--- src/rtl/pipeline_hazard_ctrl.sv ---
// ============================================================================
// pipeline_hazard_ctrl : 5-stage pipeline sequencing (warm-up, load-use, flush,
//                        D-cache freeze + watchdog). Option: HAZARD_PERF_CNT_EN
// Revision: 1.0
// ============================================================================
`default_nettype none

module pipeline_hazard_ctrl #(
  parameter int unsigned INIT_CYCLES = 2,
  parameter int unsigned MEM_TIMEOUT = 255,
  parameter int unsigned CNT_W       = 32
) (
  input  logic             clk_i,
  input  logic             rst_i,
  input  logic [4:0]       IFID_rs1_i,
  input  logic [4:0]       IFID_rs2_i,
  input  logic [4:0]       IDEX_rd_i,
  input  logic             IDEX_MemRead_i,
  input  logic             branch_taken_i,
  input  logic             dcache_busy_i,
  output logic             pc_write_o,
  output logic             ifid_write_o,
  output logic             ifid_flush_o,
  output logic             idex_bubble_o,
  output logic             idex_stall_o,
  output logic             exmem_stall_o,
  output logic [1:0]       state_o,
  output logic             err_o
`ifdef HAZARD_PERF_CNT_EN
  ,
  output logic [CNT_W-1:0] stall_cnt_o,
  output logic [CNT_W-1:0] flush_cnt_o
`endif
);

  localparam int unsigned IW = (INIT_CYCLES > 1) ? $clog2(INIT_CYCLES) : 1;
  localparam int unsigned WW = $clog2(MEM_TIMEOUT + 1);
  localparam logic [IW-1:0] INIT_LAST = IW'(INIT_CYCLES - 1);
  localparam logic [WW-1:0] TIMEOUT_V = WW'(MEM_TIMEOUT);

  typedef enum logic [1:0] {
    S_INIT     = 2'd0,
    S_RUN      = 2'd1,
    S_MEM_WAIT = 2'd2,
    S_ERR      = 2'd3
  } state_t;

  state_t        state_q, state_d;
  logic [IW-1:0] init_cnt_q, init_cnt_d;
  logic [WW-1:0] wait_cnt_q, wait_cnt_d;
  logic          err_q, err_d;

  logic w_init_mode;
  logic w_freeze;
  logic w_load_use;

  assign w_load_use = IDEX_MemRead_i && (IDEX_rd_i != 5'd0) &&
                      ((IDEX_rd_i == IFID_rs1_i) || (IDEX_rd_i == IFID_rs2_i));

  always_comb begin
    state_d     = state_q;
    init_cnt_d  = init_cnt_q;
    wait_cnt_d  = wait_cnt_q;
    err_d       = err_q;
    w_init_mode = 1'b0;
    w_freeze    = 1'b0;
    case (state_q)
      S_INIT: begin
        w_init_mode = 1'b1;
        if (init_cnt_q == INIT_LAST) begin
          state_d    = S_RUN;
          init_cnt_d = '0;
        end else begin
          init_cnt_d = init_cnt_q + IW'(1);
        end
      end
      S_RUN: begin
        if (dcache_busy_i) begin
          w_freeze   = 1'b1;
          state_d    = S_MEM_WAIT;
          wait_cnt_d = WW'(1);
        end
      end
      S_MEM_WAIT: begin
        if (dcache_busy_i) begin
          w_freeze = 1'b1;
          if (wait_cnt_q >= TIMEOUT_V) begin
            err_d   = 1'b1;
            state_d = S_ERR;
          end else if (wait_cnt_q != '1) begin
            wait_cnt_d = wait_cnt_q + WW'(1);
          end
        end else begin
          state_d    = S_RUN;
          wait_cnt_d = '0;
        end
      end
      S_ERR: begin
        w_freeze = 1'b1;
      end
      default: begin
        w_init_mode = 1'b1;
      end
    endcase

    // Reset dominates the decode even though the state register clears one edge later
    if (rst_i) begin
      w_init_mode = 1'b1;
      w_freeze    = 1'b0;
    end

    pc_write_o    = 1'b0;
    ifid_write_o  = 1'b0;
    ifid_flush_o  = 1'b0;
    idex_bubble_o = 1'b0;
    idex_stall_o  = 1'b0;
    exmem_stall_o = 1'b0;
    if (w_init_mode) begin
      ifid_flush_o  = 1'b1;
      idex_bubble_o = 1'b1;
    end else if (w_freeze) begin
      idex_stall_o  = 1'b1;
      exmem_stall_o = 1'b1;
    end else if (w_load_use) begin
      idex_bubble_o = 1'b1;
    end else begin
      pc_write_o   = 1'b1;
      ifid_write_o = 1'b1;
      ifid_flush_o = branch_taken_i;
    end
  end

  always_ff @(posedge clk_i) begin
    if (rst_i) begin
      state_q    <= S_INIT;
      init_cnt_q <= '0;
      wait_cnt_q <= '0;
      err_q      <= 1'b0;
    end else begin
      state_q    <= state_d;
      init_cnt_q <= init_cnt_d;
      wait_cnt_q <= wait_cnt_d;
      err_q      <= err_d;
    end
  end

  assign state_o = state_q;
  assign err_o   = err_q;

`ifdef HAZARD_PERF_CNT_EN
  logic [CNT_W-1:0] stall_cnt_q;
  logic [CNT_W-1:0] flush_cnt_q;
  logic             w_stall_ev;
  logic             w_flush_ev;

  assign w_stall_ev = ((state_q == S_RUN) || (state_q == S_MEM_WAIT)) && !pc_write_o;
  assign w_flush_ev = (state_q == S_RUN) && ifid_flush_o;

  always_ff @(posedge clk_i) begin
    if (rst_i) begin
      stall_cnt_q <= '0;
      flush_cnt_q <= '0;
    end else begin
      if (w_stall_ev && (stall_cnt_q != '1)) stall_cnt_q <= stall_cnt_q + CNT_W'(1);
      if (w_flush_ev && (flush_cnt_q != '1)) flush_cnt_q <= flush_cnt_q + CNT_W'(1);
    end
  end

  assign stall_cnt_o = stall_cnt_q;
  assign flush_cnt_o = flush_cnt_q;
`endif

endmodule

`default_nettype wire

--- config.mk ---
export PLATFORM = sky130hd
export DESIGN_NAME = pipeline_hazard_ctrl
export DESIGN_NICKNAME = d
export VERILOG_FILES = /design/src/rtl/pipeline_hazard_ctrl.sv
export SDC_FILE = /design/constraint.sdc
export NUM_CORES = 1
export LEC_CHECK = 0
export ABC_CLOCK_PERIOD_IN_PS = 2320
export CORE_MARGIN = 5
export CORE_UTILIZATION = 43
export CTS_CLUSTER_DIAMETER = 50
export DETAILED_ROUTE_END_ITERATION = 10
export GPL_ROUTABILITY_DRIVEN = 0
export PLACE_DENSITY = 0.83
export SYNTH_ARGS = -nofsm -noshare
export SYNTH_HDL_FRONTEND = slang
export SYNTH_SLANG_ARGS = --single-unit
--- constraint.sdc ---
create_clock -name clk_i -period 2.32 [get_ports clk_i]
set_clock_uncertainty 0.2 [all_clocks]
set_input_delay 0.464 -clock clk_i [delete_from_list [all_inputs] [get_ports clk_i]]
set_output_delay 0.464 -clock clk_i [all_outputs]
set_load 0.02 [all_outputs]
# --- After elaboration in Yosys (flattened, before gate mapping) ---
# Cells that the tools add are included.
totals:
  reg_bits: 12
  inputBits: 20
  elab_cells: 56
op_classes:
  n_addsub: 2
  n_lt_le_gt_ge: 1
  n_eq_ne: 11
  muxes: 27
  reduce_logical: 11
ops:
  columns: ["op", "n"]
  rows:
  - ["2-to-1 mux 8 bit", 4]
  - ["2-to-1 mux 1 bit", 16]
  - ["case mux 8 bit (2 select lines)", 1]
  - ["== test 5 bit", 2]
  - ["!= test 3 bit (second input constant)", 3]
  - ["adder 8 x 1 -> 8 bit (second input constant)", 1]
  - ["greater-or-equal comparator 8 bit (second input constant)", 1]
  - ["2-to-1 mux 2 bit", 4]
  - ["!= test 8 bit (second input constant)", 1]
  - ["AND reduction 4 bit", 2]
  - ["case mux 2 bit (3 select lines)", 1]
  - ["nonzero test 5 bit", 1]
  - ["== test 2 bit (second input constant)", 2]
  - ["!= test 2 bit (second input constant)", 2]
  - ["AND reduction 3 bit", 1]
  - ["nonzero test 3 bit", 1]
  - ["== test 2 x 1 -> 1 bit (second input constant)", 1]
  - ["logical AND 1 bit", 2]
  - ["logical NOT 2 bit", 1]
  - ["case mux 1 bit (2 select lines)", 1]
  - ["nonzero test 2 bit", 1]
  - ["OR reduction 2 bit", 1]
  - ["adder 1 bit (second input constant)", 1]
  - ["logical OR 1 bit", 1]

# --- Depth between registers and ports, before layout ---
logic_depth:
  ltp_word: 6
  ltp_mapped: 7
  depth_no_buf: 7

# --- Worst setup path before layout ---
# OpenSTA, ideal clock, no wires.
synth_path:
  path_type: "reg-to-output"
  start: "reg state_q[0], in the netlist state_o[0]"
  end: "out idex_stall_o"
  t_arrival_ns: 1.782
  setup_slack_ns: -0.126
  stages_incl_launch_ff: 6
  n_path_buf: 1
  path_cell_list: "dfxtp_1 -> inv_1 -> ha_1 -> a21oi_1 -> nor3_1 -> buf_4"
synth_between:
  elab_chain_len: 6
synth_lines:
  columns: ["item", "line_no", "rtl"]
  rows:
  - ["from (decl)", "48", "state_t state_q, state_d;"]
  - ["from (signal assigned)", "140", "state_q <= state_d;"]
  - ["== test 2 bit or == test 2 x 1 -> 1 bit (tied branches)", "67", "case (state_q)"]
  - ["OR reduction 2 bit (no line)", null, null]
  - ["case mux 1 bit (2 select lines)", "67", null]
  - ["2-to-1 mux 1 bit", "107", "if (rst_i) begin"]
  - ["2-to-1 mux 1 bit", null, null]
  - ["2-to-1 mux 1 bit (*)", null, null]
  - ["to (decl)", "25", "output logic idex_stall_o,"]
# Every way passes the cells marked *; elsewhere a longest branch is shown, timed or not.

# --- Worst setup path in the final report ---
layout_path:
  start: "in IFID_rs1_i[1]"
  end: "out idex_bubble_o"
layout_between:
  elab_chain_len: 6
layout_lines:
  columns: ["item", "line_no", "rtl"]
  rows:
  - ["from (decl)", "15", "input logic [4:0] IFID_rs1_i,"]
  - ["== test 5 bit", "58", "((IDEX_rd_i == IFID_rs1_i) || (IDEX_rd_i == IFID_rs2_i));"]
  - ["logical OR 1 bit", "58", null]
  - ["logical AND 1 bit", "57", "assign w_load_use = IDEX_MemRead_i && (IDEX_rd_i != 5'd0) &&"]
  - ["2-to-1 mux 1 bit", "124", "end else if (w_load_use) begin"]
  - ["2-to-1 mux 1 bit", "121", "end else if (w_freeze) begin"]
  - ["2-to-1 mux 1 bit", "118", "if (w_init_mode) begin"]
  - ["to (decl)", "24", "output logic idex_bubble_o,"]
# No other way between the ends.

==> results.yml <==
cells_and_area:
  design_area_um2: 1315
  num_antenna_cells: 0
  final_common_cell: "buf_4"
  fin_nets: 170
  stdcell_count: 168
  layout_common_cells: "buf_4, nor2_1, dfxtp_1, xnor2_1"
  drive_gt1_share_pct: 31.47
  area_delta_synth_final_pct: 61.94
worst_setup_path:
  cp_slowest_cell: "nor3_2"
  crit_arrival_ps: 1810
  start_kind: "primary input"
  setup.worst_path.end_class: "output pin"
  path_max_fanout: 3
  cp.required_ps: 1660
  critPathMaxStageDelay_ps: 270
  r2r_cells: 9
  worstSetupPathType: "primary input to output pin"
  worstPathCellList: "dlygate4sd2_1 > xor2_1 > nor3_2 > nand3_2 > a21oi_4 > a211o_1 > buf_6"
hold_path:
  min_path_type: "flop to flop"
  whs_path_depth: 2
power:
  peakVddDrop_mv: 0.3613
  seqPwrFrac_pct: 29.0
  p_sw_share_pct: 38.25
  p_sw_uw: 329.2
  p_leak_uw: 0.0005599
  internal_power_uw: 531.4
  comb_power_share_pct: 55.6
  clockPowerShare_pct: 15.3
  total_power_uw: 860.5
  p_per_area_nw_per_um2: 654.4
drt:
  viasPerCell: 5.190
  post-route-drc-count: 0
  wl_um: 2351
  wire_per_inst_um: 13.99
  ant_nets: 0
  drtIter0Drc: 13
  dr.pass1.iters: 4
  via_count: 872
die:
  fp-row-count: 15
  dieArea_um2: 2857
  die_height_um: 53.46
  die_x_um: 53.46
  io_pins: 29
  start_util_pct: 46.03
  coreArea_um2: 1764
cts:
  cts_tree: "built"
  cts_buffers: 3
  clkLatencyLatePin_ps: 270
  clock-sinks: 12
  clk_pin_slew_ps: 80
  clk_path_buf_depth: 2
  cts-root-buf: "clkbuf_4"
  h-tree-depth: 1
timing:
  tightest_slew_ps: 340.3
  rsz0062_at_grt: "true"
  setup_violations: 4
  setup_ws_ps: -157.7
  slew_headroom_pct: 77.11
  finalHoldViolCount: 0
  whs_ps: 331.5
  max_freq_mhz: 403.6
  maxSlewViolCount: 0
  fin_crit_sh_pct: 106.8
  fin_crit_ps: 2478
yosys:
  synth_fp_nets: 126
  syn_inst: 101
  ys_seq_elements: 12
  ys_seq_area_share_pct: 29.58
  syn-mean-instance-area_um2: 8.040
  ys_warn_count: 0
  yosysUniqueCellTypes: 29
  syn-cell-area_um2: 812.0
flow_run:
  max_cap_viol_count: 0
grt:
  grt_overflow: 0
  antenna_found_initial: 0
  grt_pass1_vias: 834
  grt.total_usage_pct: 16.37
  grt_first_pass_wirelength_um: 3443
  grt_max_degree: 8
place:
  hpwl_um: 1625
  placed_area_um2: 1199
  dp.cells: 163
  dp_slack_ps: -885.2
  portBuffers: 28
run_status:
  status: "finished with violations"
  violations: "negative setup slack"
## kinds of logic after synthesis
group	after synthesis	synth area share, %
fa+ha+maj	5	7.704
flops	12	29.58
buf+inv	7	4.159
compound gates	14	9.862
simple gates	46	30.36
xor+xnor	17	18.34
## layer usage
layer / global-route usage (%) / wire length [um] / up-vias
met5: 0 / 0 / -
met4: 5.957 / 65 / 0
met3: 4.507 / 114 / 6
met2: 28.98 / 1221 / 30
met1: 18.32 / 949 / 406
li1: - / - / 430
## critical path, delay by kind of cell
kind	cells	cell delay [ps]
AND/OR/NAND/NOR	2	420
AO/OA/AOI/OAI	2	380
buffers and inverters	2	370
XOR/XNOR	1	170
## stage by stage
stage	util, %	setup TNS [ps]
finish	74.54	-452.5
global route	74.54	-624.3
CTS	68.23	-131.0
detailed placement	67.94	-3896
global placement	67.94	-3632
floorplan	-	-116.0
## power by group through the flow
stage | logic (uW) | registers, uW | clock network [uW]
floorplan | 219 | 268 | 0
global placement | 412 | 252 | 0
detailed placement | 423 | 254 | 0
CTS | 412 | 250 | 130
global route | 524 | 253 | 146
finish | 479 | 250 | 132
## cell usage after synthesis (all sizes together)
cell type / count / share of area [%]
dfxtp: 12 / 30
o21ai: 5 / 3.1
nor3: 5 / 4.5
clkbuf: 1 / 0.46
inv: 4 / 1.8
or2b: 1 / 0.92
or4: 1 / 0.92
o21bai: 1 / 0.92
buf: 2 / 1.8
a311oi: 1 / 1.1
a21oi: 6 / 3.7
xnor2: 11 / 12
nand2: 7 / 3.5
nor4: 3 / 2.3
nand3: 7 / 4.3
and2: 1 / 0.77
nand4: 1 / 1.5
or3: 1 / 0.77
nand2b: 1 / 0.77
or2: 2 / 1.5
ha: 5 / 7.7
nor2: 14 / 6.5
nor4b: 1 / 1.1
nor3b: 1 / 0.92
xor2: 6 / 6.5
a211o: 1 / 1.1
## repair_timing
item	in CTS	in global routing
endpoints found under the setup margin	6	6
hold buffers	0	0
pin swaps	8	7
setup buffers	1	1
resized for setup	47	28
## flip-flops by register name (all words and copies together), names as in the netlist
register	cells
wait_cnt_q	8
state_o	2
init_cnt_q	1
err_o	1
## worst paths after layout
check | slack [ps] | end | start
min | 330 | wait_cnt_q[1] | wait_cnt_q[1]
min reg2reg | 330 | wait_cnt_q[1] | wait_cnt_q[1]
max | -160 | idex_bubble_o | IFID_rs1_i[1]
max reg2reg | 430 | wait_cnt_q[2] | state_o[1]
## final cells by class
type | count | area [um2]
multi-input cells | 82 | 636.9
flip-flops and latches | 12 | 241.5
fillers | 149 | 449.2
clock buffers | 3 | 22.52
well taps | 25 | 31.28
inverters | 4 | 15.01
repair buffers | 42 | 367.9
(Power assumes the default switching activity.)
